### config.mk
export PLATFORM = sky130hd
export DESIGN_NAME = csa_accum_pipe
export DESIGN_NICKNAME = d
export VERILOG_FILES = /design/src/rtl/csa_pkg.sv /design/src/rtl/csa_tree_comb.sv /design/src/rtl/csa_accum_pipe.sv
export SDC_FILE = /design/constraint.sdc
export NUM_CORES = 1
export LEC_CHECK = 0
export ABC_AREA = 1
export BUFFER_PORTS_ARGS = -buffer_cell sky130_fd_sc_hd__clkbuf_2
export CORE_MARGIN = 2
export CORE_UTILIZATION = 40
export DETAILED_ROUTE_END_ITERATION = 12
export SYNTH_ARGS = -nofsm -noshare
export SYNTH_HDL_FRONTEND = slang
export SYNTH_SLANG_ARGS = --single-unit
### constraint.sdc
create_clock -name clk -period 2.2 [get_ports clk]
set_input_delay 0.22 -clock clk [delete_from_list [all_inputs] [get_ports clk]]
set_output_delay 0.22 -clock clk [all_outputs]
set_load 0.01 [all_outputs]
### src/rtl/csa_pkg.sv
// Shared types and helpers for the carry-save dot-product accumulator.
package csa_pkg;

  localparam int CSA_WORD_W = 64;
  typedef logic [CSA_WORD_W-1:0] csa_word_t;

  typedef enum logic [1:0] {ACCUM, DRAIN, RESOLVE, HOLD} state_t;

  function automatic int clog2(input int v);
    int r;
    r = 0;
    while ((1 << r) < v) r++;
    return r;
  endfunction

  function automatic int acc_width(input int w, input int e, input int be);
    return w + e + be;
  endfunction

  // 3:2 compressor on a wide word; callers truncate to their own width.
  function automatic csa_word_t csa32_sum(input csa_word_t a, input csa_word_t b,
                                          input csa_word_t c);
    return a ^ b ^ c;
  endfunction

  function automatic csa_word_t csa32_carry(input csa_word_t a, input csa_word_t b,
                                            input csa_word_t c);
    return ((a & b) | (a & c) | (b & c)) << 1;
  endfunction

endpackage

### src/rtl/csa_tree_comb.sv
// Combinational Wallace reduction of N operands to a sum/carry pair.
// CSA_ACCUM_SIGNED_EN selects sign extension of operands (default: zero extension).
module csa_tree_comb
  import csa_pkg::*;
#(
  parameter int N     = 9,
  parameter int W     = 4,
  parameter int ACC_W = 12
) (
  input  logic [W*N-1:0]   operands,
  output logic [ACC_W-1:0] sum,
  output logic [ACC_W-1:0] carry
);

  // Each Wallace level shrinks rows by ~2/3, so 2*clog2(N) levels always suffice.
  localparam int LEVELS = 2 * clog2(N);

  logic [ACC_W-1:0] ext [N];
  logic [ACC_W-1:0] rows [N];
  logic [ACC_W-1:0] rows_next [N];

  generate
    for (genvar gi = 0; gi < N; gi++) begin : g_ext
`ifdef CSA_ACCUM_SIGNED_EN
      assign ext[gi] = {{(ACC_W-W){operands[gi*W+W-1]}}, operands[gi*W +: W]};
`else
      assign ext[gi] = {{(ACC_W-W){1'b0}}, operands[gi*W +: W]};
`endif
    end
  endgenerate

  always_comb begin
    int cnt;
    int groups;
    int rem;
    rows      = ext;
    rows_next = '{default: '0};
    cnt       = N;
    for (int lvl = 0; lvl < LEVELS; lvl++) begin
      if (cnt > 2) begin
        groups    = cnt / 3;
        rem       = cnt % 3;
        rows_next = '{default: '0};
        for (int g = 0; g < N / 3; g++) begin
          if (g < groups) begin
            rows_next[2*g]   = ACC_W'(csa32_sum(csa_word_t'(rows[3*g]),
                                                csa_word_t'(rows[3*g+1]),
                                                csa_word_t'(rows[3*g+2])));
            rows_next[2*g+1] = ACC_W'(csa32_carry(csa_word_t'(rows[3*g]),
                                                  csa_word_t'(rows[3*g+1]),
                                                  csa_word_t'(rows[3*g+2])));
          end
        end
        // Leftover rows that did not fill a triple pass straight through.
        for (int r = 0; r < 2; r++) begin
          if (r < rem) rows_next[2*groups+r] = rows[3*groups+r];
        end
        rows = rows_next;
        cnt  = 2 * groups + rem;
      end
    end
    sum   = rows[0];
    carry = rows[1];
  end

endmodule

### src/rtl/csa_accum_pipe.sv
// Pipelined multi-beat carry-save dot-product accumulator with valid/ready handshakes.
// Define CSA_ACCUM_SIGNED_EN for two's-complement operands.
module csa_accum_pipe
  import csa_pkg::*;
#(
  parameter int N  = 9,
  parameter int W  = 4,
  parameter int E  = 4,
  parameter int BE = 4,
  localparam int ACC_W = acc_width(W, E, BE)
) (
  input  logic              clk,
  input  logic              rst_n,
  input  logic [W*N-1:0]    in_data,
  input  logic              in_valid,
  input  logic              in_last,
  output logic              in_ready,
  output logic [ACC_W-1:0]  out_data,
  output logic [BE:0]       out_beats,
  output logic              out_ovf,
  output logic              out_valid,
  input  logic              out_ready
);

  localparam logic [BE:0] MAX_BEATS = {1'b1, {BE{1'b0}}};

  logic             accept;
  logic [ACC_W-1:0] tree_sum;
  logic [ACC_W-1:0] tree_carry;

  logic [ACC_W-1:0] s1_sum_reg;
  logic [ACC_W-1:0] s1_carry_reg;
  logic             s1_valid_reg;
  logic             s1_last_reg;
  logic             s1_first_reg;
  logic             first_pending_reg;

  logic [ACC_W-1:0] acc_s_reg;
  logic [ACC_W-1:0] acc_c_reg;
  logic [BE:0]      beat_cnt_reg;
  state_t           state_reg;

  logic [ACC_W-1:0] acc_s_next;
  logic [ACC_W-1:0] acc_c_next;

  assign accept = in_valid && in_ready;

  csa_tree_comb #(.N(N), .W(W), .ACC_W(ACC_W)) u_tree (
    .operands (in_data),
    .sum      (tree_sum),
    .carry    (tree_carry)
  );

  // 4:2 compressor folding the new beat into the carry-save accumulator.
  always_comb begin
    logic [ACC_W-1:0] op_s;
    logic [ACC_W-1:0] op_c;
    logic [ACC_W-1:0] l1_s;
    logic [ACC_W-1:0] l1_c;
    op_s = s1_first_reg ? '0 : acc_s_reg;
    op_c = s1_first_reg ? '0 : acc_c_reg;
    l1_s = ACC_W'(csa32_sum(csa_word_t'(op_s), csa_word_t'(op_c), csa_word_t'(s1_sum_reg)));
    l1_c = ACC_W'(csa32_carry(csa_word_t'(op_s), csa_word_t'(op_c), csa_word_t'(s1_sum_reg)));
    acc_s_next = ACC_W'(csa32_sum(csa_word_t'(l1_s), csa_word_t'(l1_c),
                                  csa_word_t'(s1_carry_reg)));
    acc_c_next = ACC_W'(csa32_carry(csa_word_t'(l1_s), csa_word_t'(l1_c),
                                    csa_word_t'(s1_carry_reg)));
  end

  always_ff @(posedge clk or negedge rst_n) begin
    if (!rst_n) begin
      s1_sum_reg        <= '0;
      s1_carry_reg      <= '0;
      s1_valid_reg      <= 1'b0;
      s1_last_reg       <= 1'b0;
      s1_first_reg      <= 1'b0;
      first_pending_reg <= 1'b1;
      acc_s_reg         <= '0;
      acc_c_reg         <= '0;
      beat_cnt_reg      <= '0;
      state_reg         <= ACCUM;
      in_ready          <= 1'b1;
      out_data          <= '0;
      out_beats         <= '0;
      out_ovf           <= 1'b0;
      out_valid         <= 1'b0;
    end else begin
      s1_valid_reg <= accept;
      if (accept) begin
        s1_sum_reg        <= tree_sum;
        s1_carry_reg      <= tree_carry;
        s1_last_reg       <= in_last;
        s1_first_reg      <= first_pending_reg;
        first_pending_reg <= in_last;
      end

      if (s1_valid_reg) begin
        acc_s_reg <= acc_s_next;
        acc_c_reg <= acc_c_next;
        if (s1_first_reg)
          beat_cnt_reg <= (BE+1)'(1);
        else if (!(&beat_cnt_reg))
          beat_cnt_reg <= beat_cnt_reg + 1'b1;
      end

      case (state_reg)
        ACCUM: begin
          if (accept && in_last) begin
            state_reg <= DRAIN;
            in_ready  <= 1'b0;
          end
        end
        DRAIN: begin
          if (s1_valid_reg && s1_last_reg) state_reg <= RESOLVE;
        end
        RESOLVE: begin
          out_data  <= acc_s_reg + acc_c_reg;
          out_beats <= beat_cnt_reg;
          out_ovf   <= (beat_cnt_reg > MAX_BEATS);
          out_valid <= 1'b1;
          state_reg <= HOLD;
        end
        HOLD: begin
          if (out_ready) begin
            out_valid    <= 1'b0;
            beat_cnt_reg <= '0;
            in_ready     <= 1'b1;
            state_reg    <= ACCUM;
          end
        end
        default: state_reg <= ACCUM;
      endcase
    end
  end

endmodule

Word-level counts from Yosys, hierarchy flattened
Cells that the tools add are included.
{"block": "word_totals", "reg_bits": 77, "latch_bits": 0, "mem_bits_rw": 0, "romBits": 0, "input_bits": 41, "out_inout_bits": 20, "wordCells": 113, "mem_count": 0}
{"block": "op_classes", "n_addsub": 2, "mul": 0, "div": 0, "magnitude_cmp": 1, "n_eq_ne": 6, "shifts": 0, "mux": 16, "bitwise": 63, "n_reduce_logical": 10}
{"op": "11-bit bitwise AND", "count": 18}
{"op": "11-bit OR", "count": 15}
{"op": "12-bit bitwise XOR", "count": 11}
{"op": "4-bit bitwise AND", "count": 9}
{"op": "11-bit by 4-bit OR with 11-bit output", "count": 3}
{"op": "5-bit two-way mux", "count": 5}
{"op": "12-bit two-way mux", "count": 2}
{"op": "4-bit bitwise XOR", "count": 6}
{"op": "12-bit adder", "count": 1}
{"op": "12-bit by 4-bit bitwise XOR with 12-bit output", "count": 1}
{"op": "2-bit case mux with 4 select lines", "count": 1}
{"op": "2-bit two-way mux", "count": 3}
{"op": "2-bit inequality test, second input constant", "count": 3}
{"op": "3-bit AND reduction", "count": 2}
{"op": "5-bit by 1-bit adder with 5-bit output, second input constant", "count": 1}
{"op": "5-bit > comparator, second input constant", "count": 1}
{"op": "5-bit AND reduction", "count": 1}
{"op": "2-bit == test, second input constant", "count": 2}
{"op": "1-bit case mux with 2 select lines", "count": 2}
{"op": "2-bit nonzero test", "count": 2}
{"op": "1-bit logical AND", "count": 3}
{"op": "1-bit two-way mux", "count": 3}
{"op": "2-bit by 1-bit == test with 1-bit output, second input constant", "count": 1}
{"op": "2-bit zero test", "count": 1}
{"op": "2-bit AND reduction", "count": 1}

Logic depth before layout (Yosys ltp)
{"block": "logic_depth", "word_depth": 12, "mapped_depth": 10}

Cells and area by module
Synthesis repeated with hierarchy kept, for this count alone.
{"block": "hier_totals", "hier_cells": 577, "area_unflattened_um2": 5002.3}
{"module": "csa_accum_pipe", "n_inst": 1, "cells_per_inst": 499, "area_each_um2": 4210.3}
{"module": "csa_tree_comb", "n_inst": 1, "cells_per_inst": 78, "area_each_um2": 792.0}

Least setup slack after synthesis
Ideal clock, no wire load.
{"block": "synth_timing", "path_type": "input to register", "start": "in in_data[15]", "end": "reg s1_sum_reg[3]", "arrival_time_ps": 2484, "t_required_ps": 2073, "setup_slack_ps": -411, "stages": 10, "cell_sequence": "inv_1 -> fa_1 -> inv_1 -> fa_1 -> inv_1 -> fa_1 -> inv_1 -> fa_1 -> nand2_1 -> o21ai_0"}
{"block": "synth_via", "elab_chain_cells": 7}
{"element": "start: declaration", "line": "csa_accum_pipe.sv:14", "rtl": "input logic [W*N-1:0] in_data,"}
{"element": "4-bit bitwise XOR (2 in series)", "line": "csa_pkg.sv:23", "rtl": "return a ^ b ^ c;"}
{"element": "12-bit by 4-bit bitwise XOR with 12-bit output", "line": "csa_pkg.sv:23"}
{"element": "12-bit bitwise XOR (4 in series)", "line": "csa_pkg.sv:23"}
{"element": "net tree_sum[3]", "line": "csa_accum_pipe.sv:28", "rtl": "logic [ACC_W-1:0] tree_sum;"}
{"element": "end signal: assignment", "line": "csa_accum_pipe.sv:90", "rtl": "s1_sum_reg <= tree_sum;"}
{"element": "end: declaration", "line": "csa_accum_pipe.sv:31", "rtl": "logic [ACC_W-1:0] s1_sum_reg;"}
The timed path passes the listed nets, and every way through them passes these cells.
A chain may end at the register's enable or synchronous reset.

Worst setup path after layout
{"block": "layout_timing", "start": "in in_data[14]", "end": "reg s1_sum_reg[2]"}
The elaborated chain is that of the path after synthesis.

==> flow_summary.yaml <==
status:
  status: "finished, violations left"
  violations: "setup timing"
timing:
  period_needed_ps: 2310
  worst_slack_ps: -114
  fin_skew_ps: 8.93
  rsz0062_at_grt: "yes"
  timing.final.crit_share_pct: 105
  worst_pin_slew_ps: 684
  hold_viol_final: 0
  setup_viol: 2
  whs_ps: 141
  relSlewSlack_pct: 54.4
  slew_violations: 0
  timing.fmax_mhz: 432
synthesis:
  synth-seq-area-share_pct: 38.7
  syn_area_um2: 4140
  ys_types: 29
  synthCells: 466
  syn_avg_cell_area_um2: 8.89
  synth_seq_cells: 64
  syn_nets: 574
  yosysWarnings: 0
detailed_routing:
  drc: 0
  num_vias: 3049
  postRouteAntennaNets: 0
  wl_um: 7500
  drt_pass1_iterations: 4
  drt_iter0_drc: 133
  routedWlPerCell_um: 11.1
  detail_route.vias_per_cell: 4.53
cells_and_area:
  drive_above_1_share_pct: 17.9
  nNetsFinal: 640
  layout.cells.non_filler: 673
  diodes: 0
  final_cell_area_um2: 4870
  syn2layout_area_growth_pct: 17.4
critical_path:
  arrival_ps: 2570
  crit_required_ps: 2460
  r2r_end: "acc_s_reg[3]$_DFFE_PN0P_"
  worstRegToRegCells: 7
  cp-startpoint: "in_data[14]"
  crit_type: "primary input to flop"
  cp-end-kind: "flop"
  cp-start-kind: "primary input"
  worstReg2RegStart: "s1_first_reg$_DFFE_PN0P_"
  critPathMaxFanout: 1
  rrSetupSlack_ps: 240
power_and_ir_drop:
  max-vdd-ir-drop_v: 0.000391
  cellPowerDensity_nw_per_um2: 1090
  p_leak_nw: 2.68
  power.total_w: 0.00529
floorplan:
  row_count: 37
  start_util_pct: 40.7
  dieWidth_um: 106
  pin_count: 61
  die_height_um: 106
  coreArea_um2: 10200
  dieArea_um2: 11200
clock_tree:
  clock-sinks: 64
  clockBufferDepth: 2
  cts_buffers: 9
  clock_latency_ps: 340
  cts_setup_buffers: 0
  cts_max_level: 3
  tritoncts: "built"
  cts_root_buffer: "clkbuf_8"
  clk_pin_slew_ps: 70
place:
  placedCellCount: 656
  dp_hpwl_um: 5770
  routabilityCongestion: 0.736
  portBuffers: 60
  placed_cell_area_um2: 4620
hold_path:
  hold_class: "primary input to flop"
  min_from: "in_last"
  hold_end: "s1_last_reg$_DFFE_PN0P_"
  holdPathStages: 3
global_routing:
  grt_max_degree: 40
  antenna_found_initial: 0
  overflow: 0
  grt_pass1_wl_um: 13400
  grt_usage_pct: 14.8
  grt_pass1_vias: 3050
job:
  cap_viol_max_count: 0
## synthesized netlist by cell type, drive strengths merged
| master | n | area, µm² |
|---|---|---|
| fa | 35 | 701 |
| xnor2 | 4 | 35.0 |
| dfstp | 2 | 52.6 |
| clkbuf | 8 | 30.0 |
| a211oi | 1 | 12.5 |
| nand3 | 14 | 75.1 |
| inv | 81 | 304 |
| nand3b | 2 | 15.0 |
| nand2 | 138 | 521 |
| or2 | 1 | 6.26 |
| nor3b | 1 | 7.51 |
| ha | 32 | 400 |
| nor2 | 27 | 101 |
| xor2 | 3 | 26.3 |
| nand4 | 1 | 6.26 |
| buf | 4 | 28.8 |
| o211ai | 1 | 7.51 |
| dfrtp | 62 | 1550 |
| o21a | 1 | 7.51 |
| o21ai | 37 | 196 |
| a21oi | 10 | 50.1 |
| o221ai | 1 | 8.76 |
## metrics by stage
| step | util [%] | setup TNS (ps) | setup slack [ps] |
|---|---|---|---|
| floorplan | - | -1360 | -310 |
| global placement | 45.3 | -2520 | -432 |
| detailed placement | 45.3 | -2730 | -484 |
| CTS | 47.6 | -240 | -109 |
| global route | 47.8 | -497 | -162 |
| finish | 47.8 | -191 | -114 |
## how the worst max path moves through the flow
stage               slack (ps)  cells past startpoint                   endpoint
CTS                       -110                     11  s1_sum_reg[3]$_DFFE_PN0P_
finish                    -110                      9  s1_sum_reg[2]$_DFFE_PN0P_
global placement          -430                     11  s1_sum_reg[3]$_DFFE_PN0P_
detailed placement        -480                     11  s1_sum_reg[3]$_DFFE_PN0P_
global route              -160                     11  s1_sum_reg[3]$_DFFE_PN0P_
floorplan                 -310                     10  s1_sum_reg[3]$_DFFE_PN0P_
## placed cells by master, fill, tap and decap left out, types with 2 or more instances in the layout
cell	instances
a21oi_1	10
buf_4	5
buf_6	3
bufinv_16	2
clkbuf_2	57
clkbuf_8	9
clkinv_2	2
dfrtp_1	62
dfstp_2	2
fa_1	33
fa_2	2
ha_1	32
inv_1	76
inv_2	5
nand2_1	137
nand3_1	13
nand3b_1	2
nor2_1	27
o21ai_0	32
o21ai_1	4
xnor2_1	4
xor2_1	3
## layout make-up
type                            count  area (µm²)
Clock buffer                        9         124
Clock inverter                      7        95.1
Fill cell                        1025        5320
Inverter                           81         304
Multi-Input combinational cell    309        2180
Sequential cell                    64        1600
Tap cell                          136         170
Timing Repair Buffer               67         387
## kinds of logic after synthesis
group	after synthesis	synth area share [%]
AO/OA/AOI/OAI	51	6.82
XOR/XNOR	7	1.48
adder cells (fa/ha/maj)	67	26.6
buffers and inverters	93	8.76
flip-flops	64	38.7
AND/OR/NAND/NOR	184	17.7
## timing repair
action / in CTS / in global routing
setup endpoints to repair: 4 / 6
endpoints found under the hold margin: 25 / 0
hold buffers: 1 / 0
gates resized for setup: 1 / 7
pin swaps: 0 / 5
## worst max-delay path: stages
cell	delay, ps
buf_6	90
fa_1	490
fa_1	530
inv_2	40
fa_1	520
inv_1	50
fa_2	510
nand2_1	40
o21ai_0	70
## metal layers
layer | global-route usage (%) | share of wire, % | up-vias
li1 | - | - | 1552
met1 | 19.2 | 49 | 1413
met2 | 24.5 | 45 | 73
met3 | 2.41 | 4.0 | 11
met4 | 6.11 | 1.9 | 0
met5 | 0 | 0 | -
## power by group
group	switching, W	internal, W	leakage [nW]	total [W]
logic	0.00138	0.000915	1.74	0.00229
clock network	0.000485	0.000640	0.110	0.00112
registers	0.000286	0.00159	0.830	0.00187
(Power assumes the default switching activity.)
